===== src/rtl/pcie_dma_pkg.sv =====
// pcie_dma_pkg: shared MPS codes, FSM states and request field bundle for the DMA request splitter.
package pcie_dma_pkg;
  typedef enum logic [2:0] {MPS_128, MPS_256, MPS_512, MPS_1K, MPS_2K, MPS_4K} mps_e;
  localparam int unsigned BOUNDARY_4K = 4096;
  typedef enum logic {IDLE, SPLIT} state_t;
  typedef struct packed {
    logic [10:0] len_dw;
    logic        first;
    logic        last;
  } req_fields_t;
  function automatic logic [10:0] mps_to_dw(input logic [2:0] mps);
    return (mps > 3'(MPS_4K)) ? 11'(BOUNDARY_4K >> 2) : 11'd32 << mps;
  endfunction
endpackage


===== src/rtl/pcie_dma_chunk_calc.sv =====
// pcie_dma_chunk_calc: size of the next request, limited by remaining length and the MPS-aligned window.
module pcie_dma_chunk_calc
  import pcie_dma_pkg::*;
#(
  parameter int ADDR_W = 64,
  parameter int LEN_W  = 16
) (
  input  logic [ADDR_W-1:0] cur_addr,
  input  logic [LEN_W-1:0]  rem,
  input  logic [10:0]       mps_dw,
  output logic [10:0]       chunk,
  output logic              last
);
  logic [10:0] off, room;
  assign off   = 11'((cur_addr >> 2) & ADDR_W'(mps_dw - 11'd1));
  assign room  = mps_dw - off;
  assign chunk = (rem < LEN_W'(room)) ? 11'(rem) : room;
  assign last  = rem == LEN_W'(chunk);
endmodule


===== src/rtl/pcie_dma_req_split.sv =====
// pcie_dma_req_split: splits DMA descriptors into MPS-sized, 4 KB-safe requests.
// Optional PCIE_DMA_SPLIT_STAT_EN adds descriptor/request counters.
module pcie_dma_req_split
  import pcie_dma_pkg::*;
#(
  parameter int ADDR_W = 64,
  parameter int LEN_W  = 16,
  parameter int ID_W   = 8
) (
  input  logic              clk,
  input  logic              rst_n,
  input  logic [2:0]        mps,
  input  logic              desc_valid,
  output logic              desc_ready,
  input  logic [ADDR_W-1:0] desc_addr,
  input  logic [LEN_W-1:0]  desc_len_dw,
  input  logic [ID_W-1:0]   desc_id,
  output logic              req_valid,
  input  logic              req_ready,
  output logic [ADDR_W-1:0] req_addr,
  output logic [10:0]       req_len_dw,
  output logic [ID_W-1:0]   req_id,
  output logic              req_first,
  output logic              req_last
`ifdef PCIE_DMA_SPLIT_STAT_EN
  ,
  output logic [31:0]       stat_desc_cnt,
  output logic [31:0]       stat_req_cnt
`endif
);
  state_t            state, state_nxt;
  logic [ADDR_W-1:0] cur_addr;
  logic [LEN_W-1:0]  rem;
  logic [ID_W-1:0]   id;
  logic [10:0]       mps_dw, chunk;
  logic              first, last, load, accept;
  req_fields_t       req_f;
  pcie_dma_chunk_calc #(.ADDR_W(ADDR_W), .LEN_W(LEN_W)) u_calc (
    .cur_addr(cur_addr),
    .rem     (rem),
    .mps_dw  (mps_dw),
    .chunk   (chunk),
    .last    (last)
  );
  assign desc_ready = state == IDLE;
  assign accept     = desc_ready && desc_valid;
  assign load       = state == SPLIT && (!req_valid || req_ready);
  assign req_len_dw = req_f.len_dw;
  assign req_first  = req_f.first;
  assign req_last   = req_f.last;
  always_comb begin
    state_nxt = state;
    if (accept) state_nxt = (desc_len_dw != '0) ? SPLIT : IDLE;
    if (load && last) state_nxt = IDLE;
  end
  always_ff @(posedge clk or negedge rst_n)
    if (!rst_n) state <= IDLE;
    else state <= state_nxt;
  always_ff @(posedge clk or negedge rst_n) begin
    if (!rst_n) begin
      cur_addr  <= '0;
      rem       <= '0;
      id        <= '0;
      mps_dw    <= '0;
      first     <= 1'b0;
      req_valid <= 1'b0;
      req_addr  <= '0;
      req_id    <= '0;
      req_f     <= '0;
    end else begin
      if (accept) begin
        cur_addr <= desc_addr & ~ADDR_W'(3);
        rem      <= desc_len_dw;
        id       <= desc_id;
        mps_dw   <= mps_to_dw(mps);
        first    <= 1'b1;
      end else if (load) begin
        cur_addr <= cur_addr + ADDR_W'({chunk, 2'b00});
        rem      <= rem - LEN_W'(chunk);
        first    <= 1'b0;
        req_addr <= cur_addr;
        req_id   <= id;
        req_f    <= '{len_dw: chunk, first: first, last: last};
      end
      req_valid <= load ? 1'b1 : (req_ready ? 1'b0 : req_valid);
    end
  end
`ifdef PCIE_DMA_SPLIT_STAT_EN
  always_ff @(posedge clk or negedge rst_n)
    if (!rst_n) begin
      stat_desc_cnt <= '0;
      stat_req_cnt  <= '0;
    end else begin
      stat_desc_cnt <= stat_desc_cnt + 32'(accept);
      stat_req_cnt  <= stat_req_cnt + 32'(req_valid && req_ready);
    end
`endif
endmodule


===== config.mk =====
export PLATFORM = sky130hd
export DESIGN_NAME = pcie_dma_req_split
export DESIGN_NICKNAME = d
export VERILOG_FILES = /design/src/rtl/pcie_dma_pkg.sv /design/src/rtl/pcie_dma_chunk_calc.sv /design/src/rtl/pcie_dma_req_split.sv
export SDC_FILE = /design/constraint.sdc
export NUM_CORES = 1
export LEC_CHECK = 0
export BUFFER_PORTS_ARGS = -buffer_cell sky130_fd_sc_hd__buf_2
export CORE_MARGIN = 2
export CORE_UTILIZATION = 45
export CTS_CLUSTER_SIZE = 14
export DETAILED_ROUTE_END_ITERATION = 12
export PLACE_DENSITY_LB_ADDON = 0.15
export SLEW_MARGIN = 20
export SYNTH_ARGS = -nofsm -noshare
export SYNTH_HDL_FRONTEND = slang
export SYNTH_SLANG_ARGS = --single-unit

===== constraint.sdc =====
create_clock -name clk -period 6 [get_ports clk]
set_input_delay 0.6 -clock clk [delete_from_list [all_inputs] [get_ports clk]]
set_output_delay 0.6 -clock clk [all_outputs]
set_load 0.005 [all_outputs]

# Word-level counts from Yosys, hierarchy flattened
# Index checks and enable logic that the tools add are counted.
# W data, S select, Z words.
[classes]
order_cmp = 2
eq_ne = 1
bitwise = 3
addsub = 4
reduce_logical = 10
shifts = 1
muxes = 13
[op_table]
columns = ["operator", "n"]
rows = [
  ["$mux W64", 2],
  ["$add A64 B13 Y64", 1],
  ["$mux W16", 2],
  ["$mux W11", 2],
  ["$eq A16 B11 Y1", 1],
  ["$lt A16 B11 Y1", 1],
  ["$reduce_bool A16 Y1", 1],
  ["$sub A16 B11 Y16", 1],
  ["$and A11 B11 Y11", 1],
  ["$shl A6 B3 Y11 const A", 1],
  ["$sub A11 B1 Y11 const B", 1],
  ["$sub A11 B11 Y11", 1],
  ["$mux W1", 7],
  ["$reduce_bool A2 Y1", 3],
  ["$gt A3 B3 Y1 const B", 1],
  ["$logic_and A1 B1 Y1", 3],
  ["$not A1 Y1", 2],
  ["$reduce_and A2 Y1", 1],
  ["$logic_not A1 Y1", 1],
  ["$logic_or A1 B1 Y1", 1],
]
[word_totals]
output_inout_bits = 87
ff_bits = 187
elab_cells = 46

# Logic depth before layout (Yosys ltp)
# Gate-level depths: netlist (run 1).
[depth]
word_depth = 8
ltp_mapped = 26
depth_no_buf = 24

# Cells and area by module
# A second synthesis (run 1) with hierarchy kept.
[hier_totals]
hier_cells = 1228
hier_area_um2 = 10506.3
[modules_own_cells]
columns = ["module", "cells_per_inst", "instances", "area_each_um2", "seq_area_each_um2"]
rows = [
  ["pcie_dma_req_split", 1052, 1, 9152.5, 4454.3],
  ["pcie_dma_chunk_calc", 176, 1, 1353.8, 0.0],
]

# Least setup slack after synthesis (run 1)
# Ideal clock, no wire load.
[synth_timing]
path_kind = "reg2reg"
start = "reg mps_dw[5]"
end = "reg cur_addr[50]"
required_ps = 5874
n_path_buf = 2
path_slack_ps = 895
t_arrival_ps = 4979
path_stages_with_launch = 27
path_cell_list = "dfrtp_1 inv_1 ha_1 nand2b_1 nor2_1 xor2_1 nand2_1 ha_1 or2_2 o221ai_1 xor2_1 ha_1 nand4_1 o211ai_1 buf_4 mux2i_1 ha_1 inv_1 fa_1 nor2b_1 o21ai_0 a211oi_1 o21a_1 buf_2 o2111ai_1 mux2i_1 a221o_1"
[synth_between]
elab_chain_len = 8
[synth_rtl]
columns = ["item", "line", "rtl"]
rows = [
  ["start: declaration", "pcie_dma_req_split.sv:35", "logic [10:0] mps_dw, chunk;"],
  ["start signal: assignment", "pcie_dma_req_split.sv:75", "mps_dw <= mps_to_dw(mps);"],
  ["$sub A11 B1 Y11", "pcie_dma_chunk_calc.sv:15", "assign off = 11'((cur_addr >> 2) & ADDR_W'(mps_dw - 11'd1));"],
  ["$and A11 B11 Y11", "pcie_dma_chunk_calc.sv:15", ""],
  ["$sub A11 B11 Y11 *", "pcie_dma_chunk_calc.sv:16", "assign room = mps_dw - off;"],
  ["$lt A16 B11 Y1 *", "pcie_dma_chunk_calc.sv:17", "assign chunk = (rem < LEN_W'(room)) ? 11'(rem) : room;"],
  ["$mux W11 *", "pcie_dma_chunk_calc.sv:17", ""],
  ["via chunk[0]", "pcie_dma_req_split.sv:35", ""],
  ["$add A64 B13 Y64 *", "pcie_dma_req_split.sv:78", "cur_addr <= cur_addr + ADDR_W'({chunk, 2'b00});"],
  ["$mux W64 *", "pcie_dma_req_split.sv:77", "end else if (load) begin"],
  ["$mux W64 *", "pcie_dma_req_split.sv:71", "if (accept) begin"],
  ["end signal: assignment", "pcie_dma_req_split.sv:72", "cur_addr <= desc_addr & ~ADDR_W'(3);"],
  ["end signal: assignment", "pcie_dma_req_split.sv:78", ""],
  ["end: declaration", "pcie_dma_req_split.sv:32", "logic [ADDR_W-1:0] cur_addr;"],
]
# The timed path passes the listed nets; every way through them passes the cells marked *. The select of a mux whose other input is x is not followed.
# A chain may end at the register's enable or synchronous reset.

# Worst setup path in the final report (run 1)
[layout_timing]
start = "reg mps_dw[6]"
end = "reg cur_addr[61]"
# The elaborated chain is that of the path after synthesis.

==> run summary, run 1 <==
Sequential cells account for 30.8% of the total power. Counting every instance in the synthesized netlist gives 1135. For this block, the via count after detailed routing is 8956. The detailed router finished its first iteration with 557 violations.

The number of placement rows is 54. The number of different library cells in the post-synthesis netlist came out at 68. Summing every instance area after synthesis gives 10000 um2.

The clock tree root buffer cell is clkbuf_16. For this run, the post-layout net count is 1432. The final setup slack of the worst path is 0.431 ns.

In the synthesized netlist the dominant register cell turns out to be dfrtp_1. The slew at the pin closest to its max-slew limit came out at 0.939 ns. In this run the critical register-to-register path is launched from mps_dw[6]. The layout has 2096 filler cells. The overall power is 5.69 mW. The mean area per synthesized cell came out at 8.82 um2. The depth of the worst register-to-register path is 25. The HPWL after detailed placement is 19100 um.

The aggregate global routing overflow came out at 0. The synthesis-stage register bit count is 178. In this run the number of H-tree levels came out at 4. TritonCTS built the clock tree.

The proportion of power drawn by combinational gates came out at 48.4%. The first-pass detailed-route iteration total came out at 8. The final period demand of the worst path came out at 5.57 ns. The boundary pin count came out at 182. The data arrival time of the critical path is 5.88 ns. The total inserted antenna cells came out at 0. The upper clock frequency limit came out at 180 MHz. The worst setup skew after layout came out at 0.0137 ns. The number of buffers inserted during clock tree synthesis is 17. The total core area came out at 21800 um2.

The ratio of cells with drive above 1 in the final layout is 20.4%. STA classifies the critical path startpoint as a flop. Counting flops with an async set or reset pin after synthesis yields a share of 100%. In the final routed layout, each cell accounts on average for 17.4 um.

The total wire length is 27700 um. The area of the die came out at 23500 um2. The setup path with the least slack is of type reg -> reg.

Input and output buffers added on the ports amount to 177. The standby leakage power is 6.02 nW. The vertical die dimension came out at 153 um.

The number of antenna violations at the first check in global routing came out at 1. The number of sinks handled by clock tree synthesis is 178. The top cell types in the final layout, fill and taps aside, are nand2_1, dfrtp_1, buf_2. In the routed design, unresolved DRC markers number 0. The yosys synthesis warning count is 0. The path class of the tightest hold or removal check is in -> async. The wire length of the first global-routing pass is 45600 um. Setup repair after global routing left no endpoint under its margin. The clock-pin transition on the worst setup and hold timing paths is 0.08 ns. The initial cell density of the core is 45.9%.

After the flow finishes, the layout carries non-filler instances totaling 1593. The clock network is responsible for 20.7% of the overall power. The number of max-slew violations in the final report came to 0. The number of placed cells counting well taps is 1559. The critical path data required time is 6.31 ns. The fraction of the cycle the final worst path needs came out at 92.8%. The global-route usage over all layers came out at 23.8%. The minimum setup slack among reg-to-reg paths came out at 0.43 ns. The maximum clock path buffer count came out at 2. The flow ran to the end, and the final reports show no timing, DRC or antenna violations. The final count of negative-setup-slack endpoints came out at 0.

The synthesized design contains 0 enable-type register cells. Prior to clock tree synthesis, the placed netlist has a worst setup slack of 0.264 ns. The largest net degree at the start of global routing is 104. The worst-case vdd ir drop is 221 uV.

The final-layout setup total negative slack is 0 ns. Summed over all nets, the switching power comes to 2.35 mW. The nature of the critical path endpoint is a flop. Net switching is 41.2% of the power. The clock latency of the later-clocked register in the worst-skew pair is 0.43 ns.

The number of failing hold endpoints at the final stage came to 0. The remaining number of nets flagged by the antenna check after routing is 0. From synthesis to final layout, the design area changed by 18.3%. The share of the yosys chip area belonging to registers is 44.5%. The tool flagged a number of max-cap violations equal to 0. The die width came out at 153 um. The via density per instance came out at 5.62.

The worst register-to-register path ends at cur_addr[61]. The number of global-route vias before repair came to 8593. The largest driver fanout on the critical path came out at 9.

At the end of routability-driven placement, the weighted congestion stood at 0.878. Leaving out fill and tap cells, the most frequent cell in the layout is nand2_1. The internal power of the cells is 3.35 mW. The worst pin sits at a relative slew slack of 37.4%. For this design the ratio of total power to cell area is 481 nW/um2.
==> per-layer routing <==
| metal | routed length (um) | track usage, % | up-vias |
|---|---|---|---|
| met5 | 16 | 0 | - |
| met4 | 208 | 4.10 | 2 |
| met3 | 1560 | 4.14 | 18 |
| met2 | 12300 | 37.0 | 246 |
| met1 | 13600 | 35.5 | 4332 |
| li1 | - | - | 4358 |
==> worst max-delay path, stage by stage, from the launching register on <==
cell	delay [ns]
dfrtp_1	0.46
inv_1	0.08
ha_1	0.21
nand2b_1	0.09
nor2_1	0.12
xor2_1	0.16
nand2_1	0.07
ha_1	0.21
or2_2	0.29
o221ai_1	0.21
xor2_1	0.33
ha_1	0.31
o21ai_0	0.08
o211ai_1	0.11
buf_4	0.17
mux2i_1	0.18
inv_1	0.08
ha_1	0.29
a211oi_1	0.42
o21ai_0	0.23
a22oi_2	0.46
a21oi_2	0.25
buf_4	0.21
nand4_1	0.12
mux2i_1	0.20
nand3_1	0.08
==> through the flow <==
step	hold WS, ns	util (%)	cell area (um2)
2_1_floorplan	0.304	-	10000
3_3_place_gp	0.445	51.3	11200
3_5_place_dp	0.455	51.3	11200
4_1_cts	0.288	54.1	11800
5_1_grt	0.322	54.3	11800
6_report	0.238	54.3	11800
==> registers in the layout, indices dropped and copies added, names as in the netlist <==
| name | flops |
|---|---|
| cur_addr | 62 |
| first | 1 |
| id | 8 |
| mps_dw | 6 |
| rem | 16 |
| req_addr | 62 |
| req_first | 1 |
| req_id | 8 |
| req_last | 1 |
| req_len_dw | 11 |
| req_valid | 1 |
| state | 1 |
==> cells by family (layout without fill, tap and decap cells) <==
family / after synthesis / count (layout) / share of synthesized area [%]
AND/OR/NAND/NOR: 509 / 509 / 23.4
AO/OA/AOI/OAI: 256 / 256 / 17.8
flip-flops: 178 / 178 / 44.5
buffers and inverters: 102 / 279 / 4.32
adder cells (fa/ha/maj): 37 / 37 / 4.78
multiplexers: 32 / 32 / 3.40
XOR/XNOR: 20 / 20 / 1.75
other: 1 / 2 / 0.0375
==> power by group through the flow <==
stage / Combinational (mW) / Clock (mW) / Sequential (mW)
final: 2.76 / 1.18 / 1.75
after global routing: 3.10 / 1.25 / 1.80
after CTS: 2.75 / 1.20 / 1.75
after detailed placement: 2.72 / 0 / 1.77
after global placement: 2.67 / 0 / 1.77
after floorplan: 1.93 / 0 / 1.71
==> cell usage after synthesis (all sizes together) (22+ instances only) <==
| cell | instances | share of area (%) |
|---|---|---|
| buf | 26 | 1.5 |
| mux2i | 22 | 2.2 |
| a22oi | 23 | 1.8 |
| o21ai | 64 | 3.2 |
| nand2 | 295 | 11 |
| a21oi | 39 | 2.0 |
| clkbuf | 34 | 1.3 |
| nand3 | 49 | 2.5 |
| inv | 42 | 1.6 |
| dfrtp | 178 | 44 |
| nor2 | 38 | 1.4 |
| ha | 35 | 4.4 |
==> worst max-delay path by stage <==
stage / startpoint / endpoint / slack (ns) / cells past startpoint
finish: mps_dw[6] / cur_addr[61] / 0.43 / 25
global route: mps_dw[6] / cur_addr[23] / 0.01 / 25
CTS: mps_dw[6] / cur_addr[36] / 0.20 / 26
detailed placement: mps_dw[6] / cur_addr[36] / 0.26 / 26
global placement: mps_dw[6] / cur_addr[60] / 0.33 / 25
floorplan: mps_dw[5] / cur_addr[50] / 0.89 / 26
==> timing repair <==
action	in CTS	in global routing
buffers inserted	0	1
setup endpoints to repair	0	25
resized for setup	0	4
hold buffers	0	0
==> cell type report <==
cell class / count / area, um2 / share of cell area (%)
multi-input combinational: 856 / 5160 / 43.6
sequential: 178 / 4450 / 37.6
timing repair buffer: 205 / 1120 / 9.44
clock buffer: 18 / 439 / 3.71
tap: 280 / 350 / 2.96
clock inverter: 14 / 165 / 1.39
inverter: 42 / 158 / 1.33
(Power assumes the default switching activity.)
==> inputs of run 2 (changes only) <==
--- a/config.mk
+++ b/config.mk
@@ -10,6 +10,7 @@
 export CORE_UTILIZATION = 45
 export CTS_CLUSTER_SIZE = 14
 export DETAILED_ROUTE_END_ITERATION = 12
+export GPL_TIMING_DRIVEN = 0
 export PLACE_DENSITY_LB_ADDON = 0.15
 export SLEW_MARGIN = 20
 export SYNTH_ARGS = -nofsm -noshare
==> run 2 against run 1 <==
Clock skew decreased by 0.0052 ns. Register-to-register slack got worse by 0.19 ns. Clock power about the same. Flip-flop and latch count unchanged. Non-clock buffer count up 54. Critical path depth rose by 3. Combinational power up 3%. Routed wire length grew 18%. Sequential share of layout area down 0.99 points. Total power grew 1.4%. Sequential power about the same. Critical path type unchanged. Largest power group unchanged.
==> run summary, run 2 (synthesis results as in run 1) <==
The worst hold-check slack came out at 0.0481 ns (-0.190 ns). The count of input and output buffers is 177 (unchanged). The upper clock frequency limit is 174 MHz (-3.4%). The first-pass detailed-route iteration total came to 5 (-3).

The final-layout setup total negative slack is 0 ns (unchanged). The total non-filler cell area in the finished layout came to 12200 um2 (+2.8%). The largest driver fanout on the critical path came out at 10 (+1). The wire length of the first global-routing pass was 50700 um (+11%). The number of max-slew violations in the final report came out at 0 (unchanged). The count of hold buffers inserted by post-cts repair was 0 (unchanged). The via density per instance came to 5.71 (+1.6%). The clock-pin transition on the worst setup and hold timing paths is 0.07 ns (about the same). The pre-CTS setup slack came out at -0.230 ns (-0.494 ns). The largest net degree at the start of global routing came out at 68 (-35%). The total number of H-tree levels came to 4 (unchanged). Leaving out fill and tap cells, the most frequent cell in the layout is nand2_1. The number of design-rule violations left by the first detailed-router iteration is 782 (+40%). The slew at the pin closest to its max-slew limit came to 1.00 ns (+0.0627 ns). The maximum cell stage delay along the critical path is 0.44 ns (-0.02 ns). The fraction of the cycle the final worst path needs came out at 96.0% (+3.2 points).

The number of fillers in the final layout came out at 2050 (-2.2%). The standby leakage power is 6.10 nW (+1.3%). The number of failing hold endpoints at the final stage is 0 (unchanged). The data arrival time of the critical path is 6.09 ns (+0.21 ns). The worst setup path is launched from a flop. The final setup slack of the worst path came to 0.238 ns (-0.193 ns). The final layout net count was 1486 (+3.8%). The remaining number of nets flagged by the antenna check after routing is 0 (unchanged). The startpoint identified for the worst register-to-register timing path is mps_dw[5].

The total power per unit cell area is 474 nW/um2 (-1.4%). By startpoint and endpoint, the worst setup path is classified as reg -> reg. The worst-case vdd ir drop was 289 uV (+31%). The area of the die was 23500 um2 (unchanged). Clock tree synthesis selected as its root buffer the cell clkbuf_16. The tightest min-delay check is of the in -> async type.

The vertical die dimension was 153 um (unchanged). The final period demand of the worst path is 5.76 ns (+0.193 ns). The area of placed instances is 11300 um2 (+0.99%).

The worst slew margin relative to its limit is 33.2% (-4.2 points). The average wire per cell in the routed design was 19.8 um (+14%). The number of antenna violations at the first check in global routing came out at 0 (-1). The depth of the worst register-to-register path was 28 (+12%). The ratio of cells with drive above 1 in the final layout was 20.4% (about the same).

The final cell utilization of the core was 55.8% (+1.5 points). The boundary pin count came out at 182 (unchanged). The initial cell density of the core was 45.9% (unchanged). The final weighted congestion of routability-driven global placement is 0.927 (+5.6%).

The number of buffers inserted during clock tree synthesis came out at 17 (unchanged). The global-route usage over all layers came out at 27.7% (+3.8 points). The worst setup skew after layout came out at 0.00850 ns (-0.00517 ns). TritonCTS built the clock tree.

The flow ran to the end, and the final reports show no timing, DRC or antenna violations. The number of design rule violations left after detail routing is 0 (unchanged). The HPWL after detailed placement was 23600 um (+24%). The total core area is 21800 um2 (unchanged).

The final count of negative-setup-slack endpoints came out at 0 (unchanged). The total wire length came out at 32700 um (+18%). The die width came out at 153 um (unchanged). The critical path data required time is 6.32 ns (about the same). The total inserted antenna cells is 0 (unchanged). The layout overhead on the synthesized area came out at 21.6%. The total via count in the routed design was 9412 (+5.1%).

The clock latency of the later-clocked register in the worst-skew pair came out at 0.44 ns (about the same). In the layout the commonest cells are nand2_1, buf_2, dfrtp_1. The number of global-route vias before repair was 8971 (+4.4%). The aggregate global routing overflow is 0 (unchanged). The cell with the largest stage delay on the worst path is dfrtp_2.

The worst setup path is captured at a flop. The endpoint identified for the worst register-to-register timing path is cur_addr[36]. The number of sinks handled by clock tree synthesis came to 178 (unchanged).

The maximum clock path buffer count is 2 (unchanged). The number of placement rows came out at 54 (unchanged). The reported max-cap violation count was 0 (unchanged). The minimum setup slack among reg-to-reg paths is 0.24 ns (-0.19 ns). The largest registers in the layout are cur_addr: 62 flops, req_addr: 62 flops, rem: 16 flops.
==> run 2: cell types whose count changed in the layout (fill, tap and decap cells not counted), moves of 3 or more <==
cell | before | now
buf_6 | 0 | 3
buf_1 | 0 | 11
clkbuf_1 | 0 | 37
inv_6 | 6 | 3
mux2i_4 | 0 | 3
buf_2 | 176 | 180
mux2i_1 | 21 | 18
==> run 2: critical path: cells and delay by family (launching register included) <==
family / cells / cell delay, ns
xor+xnor: 2 / 0.26
fa+ha+maj: 5 / 1.29
mux: 2 / 0.48
flops: 1 / 0.44
buf+inv: 6 / 0.80
simple gates: 6 / 0.82
compound gates: 7 / 1.54
==> run 2: final cells by class <==
type	instances	area, um2	area share (%)
buffer	60	285	2.34
clock buffer	22	464	3.81
clock inverter	10	148	1.21
inverter	42	158	1.30
multi-input combinational	856	5210	42.8
sequential	178	4460	36.6
tap	280	350	2.88
timing repair buffer	199	1100	9.03
==> run 2: how the worst max path moves through the flow <==
stage	from	to	slack (ns)	cells after the start
2_1_floorplan	mps_dw[5]	cur_addr[50]	0.89	26
3_3_place_gp	mps_dw[5]	cur_addr[54]	-0.15	26
3_5_place_dp	mps_dw[5]	cur_addr[36]	-0.23	26
4_1_cts	mps_dw[5]	cur_addr[36]	0.03	27
5_1_grt	mps_dw[5]	cur_addr[54]	-0.03	28
6_report	mps_dw[5]	cur_addr[36]	0.24	28
==> run 2: repair_timing <==
item	in CTS	in global routing
resized for setup	6	16
buffers inserted	3	16
gates cloned	0	1
pin swaps	3	3
setup endpoints to repair	32	55
==> run 2: report_power, final <==
group | switching [mW] | internal [mW]
Combinational | 1.59 | 1.23
Clock | 0.502 | 0.683
Sequential | 0.280 | 1.48
==> run 2: stage by stage <==
stage                     power, mW  cells
after floorplan                3.64   1136
after global placement         4.33   1593
after detailed placement       4.38   1595
after CTS                      5.64   1630
after global routing           6.20   1647
final                          5.77   1647
==> run 2: layer usage <==
metal / vias up / wire [um] / global-route usage (%)
met1: 4483 / 14900 / 40.6
met5: - / 0 / 0
met2: 401 / 14200 / 41.1
met4: 0 / 896 / 9.74
li1: 4469 / - / -
met3: 59 / 2670 / 4.99
